<file path="src/rtl/systolic_result_drain_if.sv">
// Row-stream interface of systolic_result_drain.
// master: the drain block (takes the capture request and the accumulator bus, drives the row stream).
// slave : the host/consumer side.
interface systolic_result_drain_if #(
  parameter int N    = 4,
  parameter int Accw = 32
);
  logic                   start;
  logic [N*N*Accw-1:0]    acc_in;
  logic                   acc_clr;
  logic                   busy;
  logic                   row_valid;
  logic                   row_ready;
  logic [N*Accw-1:0]      row_data;
  logic [$clog2(N)-1:0]   row_idx;
  logic                   row_last;
  logic                   done;
  logic                   drop;

  modport master (
    input  start, acc_in, row_ready,
    output acc_clr, busy, row_valid, row_data, row_idx, row_last, done, drop
  );

  modport slave (
    output start, acc_in, row_ready,
    input  acc_clr, busy, row_valid, row_data, row_idx, row_last, done, drop
  );
endinterface

</file>
<file path="src/rtl/systolic_result_drain.sv">
// systolic_result_drain: snapshots the N*N accumulator bus of a systolic array on
// start, then streams the snapshot one row per valid/ready beat.
// Optional build macro SYSTOLIC_DRAIN_RELU_EN: clamp negative elements to 0 at capture
// (fused ReLU). Without it elements are passed through unchanged.
module systolic_result_drain #(
  parameter int N    = 4,
  parameter int W    = 8,
  parameter int Accw = 32
) (
  input  logic                    clk,
  input  logic                    rst,
  systolic_result_drain_if.master bus
);
  localparam int IW = $clog2(N);

  typedef enum logic [1:0] {
    IDLE = 2'd0,
    SEND = 2'd1,
    DONE = 2'd2
  } state_t;

  state_t               state_reg, state_next;
  logic [IW-1:0]        cnt_reg, cnt_next;
  logic                 first_reg;
  logic                 capture;
  logic [N*N*Accw-1:0]  cap_flat;
  logic [N*Accw-1:0]    snap_reg [N];

  // W only documents the operand width of the feeding array; reject nonsense configs.
  if (N < 2 || W < 1 || Accw < 1) begin : g_cfg_check
    $error("systolic_result_drain: illegal parameters");
  end

  // Per-element capture value: optional clamp of negative accumulators.
  for (genvar gi = 0; gi < N*N; gi++) begin : g_cap
    logic [Accw-1:0] raw;
    assign raw = bus.acc_in[gi*Accw +: Accw];
`ifdef SYSTOLIC_DRAIN_RELU_EN
    assign cap_flat[gi*Accw +: Accw] = raw[Accw-1] ? '0 : raw;
`else
    assign cap_flat[gi*Accw +: Accw] = raw;
`endif
  end

  // Snapshot store, one row per entry; written only on an accepted capture.
  always_ff @(posedge clk) begin
    if (rst && capture) begin
      for (int r = 0; r < N; r++) begin
        snap_reg[r] <= cap_flat[r*N*Accw +: N*Accw];
      end
    end
  end

  // State, row counter and first-cycle flag (which generates acc_clr).
  always_ff @(posedge clk) begin
    if (!rst) begin
      state_reg <= IDLE;
      cnt_reg   <= '0;
      first_reg <= 1'b0;
    end else begin
      state_reg <= state_next;
      cnt_reg   <= cnt_next;
      first_reg <= capture;
    end
  end

  // Next-state logic and all stream/status outputs.
  always_comb begin
    state_next    = state_reg;
    cnt_next      = cnt_reg;
    capture       = 1'b0;
    bus.acc_clr   = 1'b0;
    bus.busy      = 1'b0;
    bus.row_valid = 1'b0;
    bus.row_data  = '0;
    bus.row_idx   = cnt_reg;
    bus.row_last  = 1'b0;
    bus.done      = 1'b0;
    bus.drop      = 1'b0;

    case (state_reg)
      IDLE: begin
        if (bus.start) begin
          capture    = 1'b1;
          cnt_next   = '0;
          state_next = SEND;
        end
      end
      SEND: begin
        bus.busy      = 1'b1;
        bus.row_valid = 1'b1;
        bus.acc_clr   = first_reg;
        bus.row_data  = snap_reg[cnt_reg];
        bus.row_last  = (cnt_reg == IW'(N-1));
        bus.drop      = bus.start;
        if (bus.row_ready) begin
          if (cnt_reg == IW'(N-1)) begin
            cnt_next   = '0;
            state_next = DONE;
          end else begin
            cnt_next = cnt_reg + IW'(1);
          end
        end
      end
      DONE: begin
        bus.busy   = 1'b1;
        bus.done   = 1'b1;
        bus.drop   = bus.start;
        state_next = IDLE;
      end
      default: begin
        state_next = IDLE;
      end
    endcase
  end
endmodule

</file>
<file path="src/flat_wrapper.sv">
// flat-port wrapper written by rule: the top's interface ports become plain ports
module systolic_result_drain_flat 
#(
  parameter int N    = 4,
  parameter int W    = 8,
  parameter int Accw = 32
)
  (clk, rst, bus_start, bus_acc_in, bus_row_ready, bus_acc_clr, bus_busy, bus_row_valid, bus_row_data, bus_row_idx, bus_row_last, bus_done, bus_drop);
  systolic_result_drain_if #(.N(N), .Accw(Accw)) bus_i ();
  input  logic clk;
  input  logic rst;
  input wire logic [$bits(bus_i.start)-1:0] bus_start;
  input wire logic [$bits(bus_i.acc_in)-1:0] bus_acc_in;
  input wire logic [$bits(bus_i.row_ready)-1:0] bus_row_ready;
  output wire logic [$bits(bus_i.acc_clr)-1:0] bus_acc_clr;
  output wire logic [$bits(bus_i.busy)-1:0] bus_busy;
  output wire logic [$bits(bus_i.row_valid)-1:0] bus_row_valid;
  output wire logic [$bits(bus_i.row_data)-1:0] bus_row_data;
  output wire logic [$bits(bus_i.row_idx)-1:0] bus_row_idx;
  output wire logic [$bits(bus_i.row_last)-1:0] bus_row_last;
  output wire logic [$bits(bus_i.done)-1:0] bus_done;
  output wire logic [$bits(bus_i.drop)-1:0] bus_drop;
  assign bus_i.start = bus_start;
  assign bus_i.acc_in = bus_acc_in;
  assign bus_i.row_ready = bus_row_ready;
  assign bus_acc_clr = bus_i.acc_clr;
  assign bus_busy = bus_i.busy;
  assign bus_row_valid = bus_i.row_valid;
  assign bus_row_data = bus_i.row_data;
  assign bus_row_idx = bus_i.row_idx;
  assign bus_row_last = bus_i.row_last;
  assign bus_done = bus_i.done;
  assign bus_drop = bus_i.drop;
  systolic_result_drain #(.N(N), .W(W), .Accw(Accw)) u_core (.clk(clk), .rst(rst), .bus(bus_i));
endmodule
</file>
<file path="config.mk">
export PLATFORM = sky130hd
export DESIGN_NAME = systolic_result_drain_flat
export DESIGN_NICKNAME = d
export VERILOG_FILES = /design/src/rtl/systolic_result_drain_if.sv /design/src/rtl/systolic_result_drain.sv /design/src/flat_wrapper.sv
export SDC_FILE = /design/constraint.sdc
export NUM_CORES = 1
export LEC_CHECK = 0
export CAP_MARGIN = 25
export CORE_AREA = 2 2 251 253
export CTS_CLUSTER_DIAMETER = 30
export DETAILED_ROUTE_END_ITERATION = 16
export DIE_AREA = 0 0 253 255
export GPL_TIMING_DRIVEN = 0
export PLACE_DENSITY = 0.68
export SLEW_MARGIN = 20
export SYNTH_ARGS = -nofsm -noshare
export SYNTH_HDL_FRONTEND = slang
export SYNTH_SLANG_ARGS = --single-unit
export TNS_END_PERCENT = 10
</file>
<file path="constraint.sdc">
create_clock -name clk -period 19.27 [get_ports clk]
set_clock_uncertainty 0.1 [all_clocks]
set_input_delay 3.854 -clock clk [delete_from_list [all_inputs] [get_ports clk]]
set_output_delay 3.854 -clock clk [all_outputs]
set_load 0.02 [all_outputs]
</file>
# Word level (Yosys, flattened, before mapping)
# Memory sizes are Yosys's and may differ from the RTL's. A register that Yosys moved wholly into a read port is not among the register bits.
# Cells that the tools add are included.
[totals] ff_bits=5 latch_bits=0 ramBits=512 rom_bits=0 inputBits=516 out_inout_bits=136 word_cells=38 memories=1
[op_classes] add_sub_neg=1 n_mul=0 div_mod_pow=0 n_lt_le_gt_ge=0 eq_ne=6 n_shift=0 n_mux=21 n_bitwise=0 reduce_logical=6
[mem_list] name="u_core.snap_reg" depth=4 word_bits=128 rd=1 rd_clocked_by_memory_dff=1 wr=4 line="systolic_result_drain.sv:27" text="logic [N*Accw-1:0] snap_reg [N];"
[ops] op="$mux W128" n=1
[ops] op="$mux W2" n=8
[ops] op="$mux W1" n=10
[ops] op="$pmux W2 S2" n=2
[ops] op="$reduce_and A3 Y1" n=2
[ops] op="$eq A2 B2 Y1 const B" n=2
[ops] op="$ne A2 B2 Y1 const B" n=2
[ops] op="$add A2 B1 Y2 const B" n=1
[ops] op="$eq A2 B1 Y1 const B" n=1
[ops] op="$logic_not A2 Y1" n=1
[ops] op="$ne A2 B1 Y1 const B" n=1
[ops] op="$reduce_bool A2 Y1" n=1
[ops] op="$reduce_or A2 Y1" n=1
[ops] op="$logic_and A1 B1 Y1" n=1

# Depth between registers and ports, before layout
# Gate-level depths: netlist of run 1.
[depth] word_depth=6 mapped_depth=5 ltp_nobuf=5

# Least setup slack after synthesis of run 1
# OpenSTA, ideal clock, no wires.
[synth_timing] path_type="input port to flip-flop" start="input rst" end="memory u_core.snap_reg[0][0] (netlist name), enable pin" arrival_ns=15.763 slack_ns=2.460 stages=2 n_path_buf=1 path_cell_list="clkbuf_1 and3_1"
[synth_rtl] item="from (decl)" line="flat_wrapper.sv:11" text="input logic rst;"
[synth_rtl] item="to (decl)" line="systolic_result_drain.sv:27"

# Final worst setup path of run 1
[layout_timing] start="input bus_start" end="output bus_drop"
[layout_between] elab_chain_cells=1
[layout_lines] item="from (decl)" line="flat_wrapper.sv:12" text="input wire logic [$bits(bus_i.start)-1:0] bus_start;"
[layout_lines] item="$mux W1" line="systolic_result_drain.sv:81" text="case (state_reg)"
[layout_lines] item="to (decl)" line="flat_wrapper.sv:22" text="output wire logic [$bits(bus_i.drop)-1:0] bus_drop;"
# Every way passes these cells.

==> metrics.cfg, run 1 <==
[place]
place_ws_ns = 10.15
place_area_um2 = 27600
routabilityCongestion = 0.784
hpwl_um = 40400
io_buffers = 650

[routing]
viasPerCell = 4.54
ant_nets = 0
drt-total-wl_um = 55500
wl_per_cell_um = 22.0
first_pass_iters = 5
vias = 11400
drt_iter0_drc = 727
drc = 0

[clock_tree]
hold_buffers = 0
cts_buffers = 106
clock-sinks = 519
cts_htree_levels = 3
cts_resized = 0
path_clk_slew_ns = 0.04
post_cts_buffers = 0
tritoncts = done
clock_latency_ns = 0.61
ctsRootBufferMaster = clkbuf_16
cts_buffer_depth = 3

[timing]
fmax_ghz = 0.110
rsz0062_at_grt = no
setup_viol = 0
report.final.slew_viol_count = 0
hold_viol_final = 0
period_share_pct = 47.2
slew-limit-headroom_pct = 51.1
fin_ws_ns = 10.17
tightestPinTransition_ns = 0.734
fin_crit_ns = 9.10
setup-tns-final_ns = 0

[floorplanning]
io_pins = 652
die_w_um = 253
initial_core_util_pct = 31.9
num_rows = 92
die_y_um = 255
dieArea_um2 = 64500
core_area_um2 = 62200

[finish]
fin_area_um2 = 31300
area_growth_pct = 58.2
multi_input_area_um2 = 3920
fillers = 4990
finalNetCount = 2140
ff_latch_area_um2 = 15500
largest_reg_flops = 512
utilization_pct = 50.4
drive_above_1_share_pct = 19.9

[yosys]
synth-seq-cells = 519
ys_seq_area_share_pct = 78.3
synth_fp_nets = 1373
ys_types = 22
synth_cells = 851
avgSynthCellArea_um2 = 23.3
yosys_warnings = 0
synth_area_um2 = 19800

[grt]
grt_pass1_wl_um = 77600
antenna_found_initial = 6
grt_use_total_pct = 16.5
grt_max_degree = 63
grt_remaining_overflow = 0
grt_pass1_vias = 12500

[worst_setup_path]
cp_max_fo = 4
cp-end-kind = output pin
cp-start-kind = primary input
crit_type = in2out
required_ns = 15.32
cp.arrival_ns = 5.14

[pwr]
power.share.clock_pct = 45.2
switching_share_pct = 25.3
power_density_nw_per_um2 = 133
internal_power_mw = 3.11
irDropWorstVdd_mv = 0.0904
seq_power_share_pct = 34.1
pwr-share-comb_pct = 20.7
power.switching_mw = 1.05
p_total_mw = 4.16
leakagePower_nw = 10.5

[worst_hold_path]
hp-class = reg2reg

[status]
status = finished clean

[flow_run]
maxCapViolCount = 0

-- power by group through the flow --
stage / registers [mW] / logic (mW) / clock network [mW]
2_1_floorplan: 1.51 / 0.448 / 0
3_3_place_gp: 1.55 / 0.842 / 0
3_5_place_dp: 1.44 / 0.872 / 0
4_1_cts: 1.42 / 0.877 / 1.92
5_1_grt: 1.43 / 0.914 / 1.98
6_report: 1.42 / 0.860 / 1.88
-- per-stage QoR --
step           instances  hold slack (ns)
6_report            2516            0.411
5_1_grt             2512            0.445
4_1_cts             2510            0.412
3_5_place_dp        2309            0.406
3_3_place_gp        2300            0.394
2_1_floorplan        851            0.369
-- path summary, 6_finish.rpt --
| kind | from | to | slack, ns | cells past startpoint |
|---|---|---|---|---|
| min | u_core.state_reg[0]$_SDFFE_PN0P_ | u_core.state_reg[0]$_SDFFE_PN0P_ | 0.41 | 2 |
| max reg2reg | u_core.state_reg[0]$_SDFFE_PN0P_ | u_core.snap_reg[0][53]$_DFFE_PP_ | 16.16 | 7 |
| min reg2reg | u_core.state_reg[0]$_SDFFE_PN0P_ | u_core.state_reg[0]$_SDFFE_PN0P_ | 0.41 | 2 |
| max | bus_start | bus_drop | 10.17 | 3 |
-- kinds of logic (layout without fill, tap and decap cells) --
kind of cell | Yosys count | count (layout) | synth area share [%]
other | 0 | 6 | 0
AOI/OAI and AO/OA | 5 | 5 | 0.183
DFF | 519 | 519 | 78.3
adders and majority gates | 6 | 6 | 0.379
muxes | 129 | 129 | 14.6
and+or+nand+nor | 147 | 147 | 4.57
buffers and inverters | 45 | 905 | 1.91
-- routing by layer --
| layer | vias to the layer above | global-route usage (%) | share of wire (%) |
|---|---|---|---|
| met5 | - | 0 | 0.074 |
| met3 | 104 | 6.56 | 9.3 |
| met2 | 525 | 29.0 | 52 |
| li1 | 5091 | - | - |
| met1 | 5704 | 17.9 | 35 |
| met4 | 6 | 6.68 | 2.8 |
-- worst max-delay path: stages --
cell	delay, ns
clkdlybuf4s50_1	0.55
and2_1	0.15
clkdlybuf4s50_1	0.59
-- cell usage after synthesis (all sizes together) --
master	n	area share, %
nor2b	3	0.095
ha	6	0.38
clkbuf	16	0.30
inv	2	0.038
nor3	2	0.051
nand3	1	0.025
and3	2	0.063
or2	1	0.032
mux2i	1	0.051
dfxtp	7	0.71
nor2	1	0.019
buf	27	1.6
o22ai	4	0.13
nor3b	1	0.038
nand2	4	0.076
nand3b	1	0.038
o221a	1	0.057
and2	131	4.1
edfxtp	512	78
mux4	128	15
-- final cells by class --
cell class,instances,share of cell area (%)
antenna,6,0.0479
timing repair buffer,659,21.5
buffer,43,1.19
clock inverter,76,3.17
sequential,519,49.5
clock buffer,125,8.83
inverter,2,0.0240
multi-input combinational,287,12.5
tap,799,3.19
-- layout by cell type, fill, tap and decap left out, drive strengths merged, types with 2 or more instances in the layout --
cell type,synthesis,final
nand2,4,4
dfxtp,7,7
clkinvlp,0,13
mux4,128,128
clkdlybuf4s50,0,650
nor2b,3,3
edfxtp,512,512
clkinv,0,40
inv,2,6
nor3,2,2
and3,2,2
clkbuf,16,141
and2,131,131
diode,0,6
ha,6,6
buf,27,36
o22ai,4,4
bufinv,0,19
Note: power is estimated with default switching activity, not from simulation.
==> inputs of run 2 (changes only) <==
CORE_AREA = 2 2 255 257   (was 2 2 251 253)
DIE_AREA = 0 0 257 259   (was 0 0 253 255)
PLACE_DENSITY = 0.69   (was 0.68)
clock period = 7.5 ns   (was 19.27 ns; I/O delays follow)
==> metrics.cfg, run 2 (synthesis results as in run 1) <==
[grt]
grt_remaining_overflow = 0
grt_use_total_pct = 16.3
grt_pass1_vias = 12800
antenna_found_initial = 7
grt_max_degree = 62
grt_pass1_wl_um = 79900

[worst_hold_path]
hp-class = reg2reg

[clock_tree]
clock_latency_ns = 0.61
ctsRootBufferMaster = clkbuf_16
cts_htree_levels = 3
path_clk_slew_ns = 0.05
cts_buffers = 114
post_cts_buffers = 0
tritoncts = done
clock-sinks = 519
cts_resized = 0
cts_buffer_depth = 3
hold_buffers = 0

[timing]
fmax_ghz = 0.194
hold_viol_final = 0
slew-limit-headroom_pct = 48.8
fin_crit_ns = 5.16
period_share_pct = 68.8
rsz0062_at_grt = no
setup_viol = 0
tightestPinTransition_ns = 0.769
report.final.slew_viol_count = 0
setup-tns-final_ns = 0

[finish]
area_growth_pct = 59.0
fin_area_um2 = 31500
utilization_pct = 49.3
final_common_cell = clkdlybuf4s50_1
mostFrequentLayoutCells = 650 x clkdlybuf4s50_1, 512 x edfxtp_1, 131 x and2_1
finalNetCount = 2148
largest_reg_flops = 512
drive_above_1_share_pct = 20.1

[floorplanning]
die_w_um = 257
dieArea_um2 = 66600
io_pins = 652
core_area_um2 = 63900
num_rows = 93
die_y_um = 259
initial_core_util_pct = 31.0

[worst_setup_path]
crit_buf_inv = 4
cp_max_fo = 11
cp_slowest_stage_delay_ns = 0.72
path_cells = inv_1 -> ha_1 -> clkbuf_2 -> clkbuf_1 -> and2_1 -> clkdlybuf4s50_1
crit_type = reg2out
required_ns = 5.90
cp-start-kind = register
critPathSlowestCell = clkdlybuf4s50_1
cp-end-kind = output pin
cp.arrival_ns = 3.56
crit_family = buffers and inverters

[routing]
vias = 11500
first_pass_iters = 5
viasPerCell = 4.48
ant_nets = 0
drt_iter0_drc = 694
drc = 0
drt-total-wl_um = 55600
wl_per_cell_um = 21.6

[status]
status = finished clean

[pwr]
internal_power_mw = 7.96
pwr-share-comb_pct = 20.6
power.switching_mw = 2.75
power.share.clock_pct = 45.3
leakagePower_nw = 10.6
power_density_nw_per_um2 = 340
irDropWorstVdd_mv = 0.251
switching_share_pct = 25.7
seq_power_share_pct = 34.1

[place]
place_area_um2 = 27600
hpwl_um = 39900
io_buffers = 650
routabilityCongestion = 0.833

[flow_run]
maxCapViolCount = 0

==> run 2: cell types whose count changed in the layout (fill, tap and decap cells not counted), sizes merged <==
cell      delta
clkinv       +9
bufinv       -5
clkinvlp     -2
inv          -1
clkbuf       +6
diode        -1
==> run 2: path summary, 6_finish.rpt <==
| check | end | slack [ns] | from | cells past startpoint |
|---|---|---|---|---|
| setup / recovery | bus_row_data[80] | 2.34 | u_core.state_reg[1]$_SDFFE_PN0P_ | 6 |
| hold / removal | u_core.state_reg[0]$_SDFFE_PN0P_ | 0.41 | u_core.state_reg[0]$_SDFFE_PN0P_ | 2 |
| setup reg to reg | u_core.snap_reg[0][33]$_DFFE_PP_ | 4.76 | u_core.state_reg[0]$_SDFFE_PN0P_ | 7 |
| hold reg to reg | u_core.state_reg[0]$_SDFFE_PN0P_ | 0.41 | u_core.state_reg[0]$_SDFFE_PN0P_ | 2 |
==> run 2: worst reg2reg max path: stages (launching register included) <==
cell and delay (ns):
dfxtp_1 0.34, inv_1 0.11, ha_1 0.22, and3_4 0.28, buf_16 0.28, buf_16 0.33, buf_16 0.34, buf_16 0.34
==> run 2: final cells by class <==
type                    instances  area [µm²]
repair buffers                659        6750
fillers                      5171       32400
inverters                       2        7.51
multi-input cells             287        3920
well taps                     855        1070
plain buffers                  43         373
clock buffers                 131        2920
diodes                          5        12.5
flip-flops and latches        519       15500
clock inverters                77         916
==> run 2: power groups by stage <==
stage | Clock, mW | Combinational, mW | Sequential [mW]
global route | 5.08 | 2.36 | 3.67
global placement | 0 | 2.17 | 3.76
finish | 4.85 | 2.21 | 3.65
detailed placement | 0 | 2.24 | 3.70
CTS | 4.94 | 2.26 | 3.65
floorplan | 0 | 1.15 | 3.72
==> run 2: through the flow <==
stage                     cells  hold slack, ns  power [mW]  worst slack, ns
final                      2578           0.407        10.7             2.34
after global routing       2575           0.432        11.1             2.00
after CTS                  2573           0.416        10.9             2.13
after detailed placement   2365           0.410        5.94             2.81
after global placement     2356           0.392        5.93           0.0146
after floorplan             851           0.369        4.87             1.53
==> run 2: layer usage <==
| layer | share of wire [%] | global-route usage (%) | wire (µm) |
|---|---|---|---|
| met5 | 0.074 | 0 | 41 |
| met4 | 3.1 | 6.62 | 1740 |
| met3 | 8.4 | 5.71 | 4680 |
| met2 | 52 | 28.5 | 28900 |
| met1 | 36 | 18.1 | 20200 |
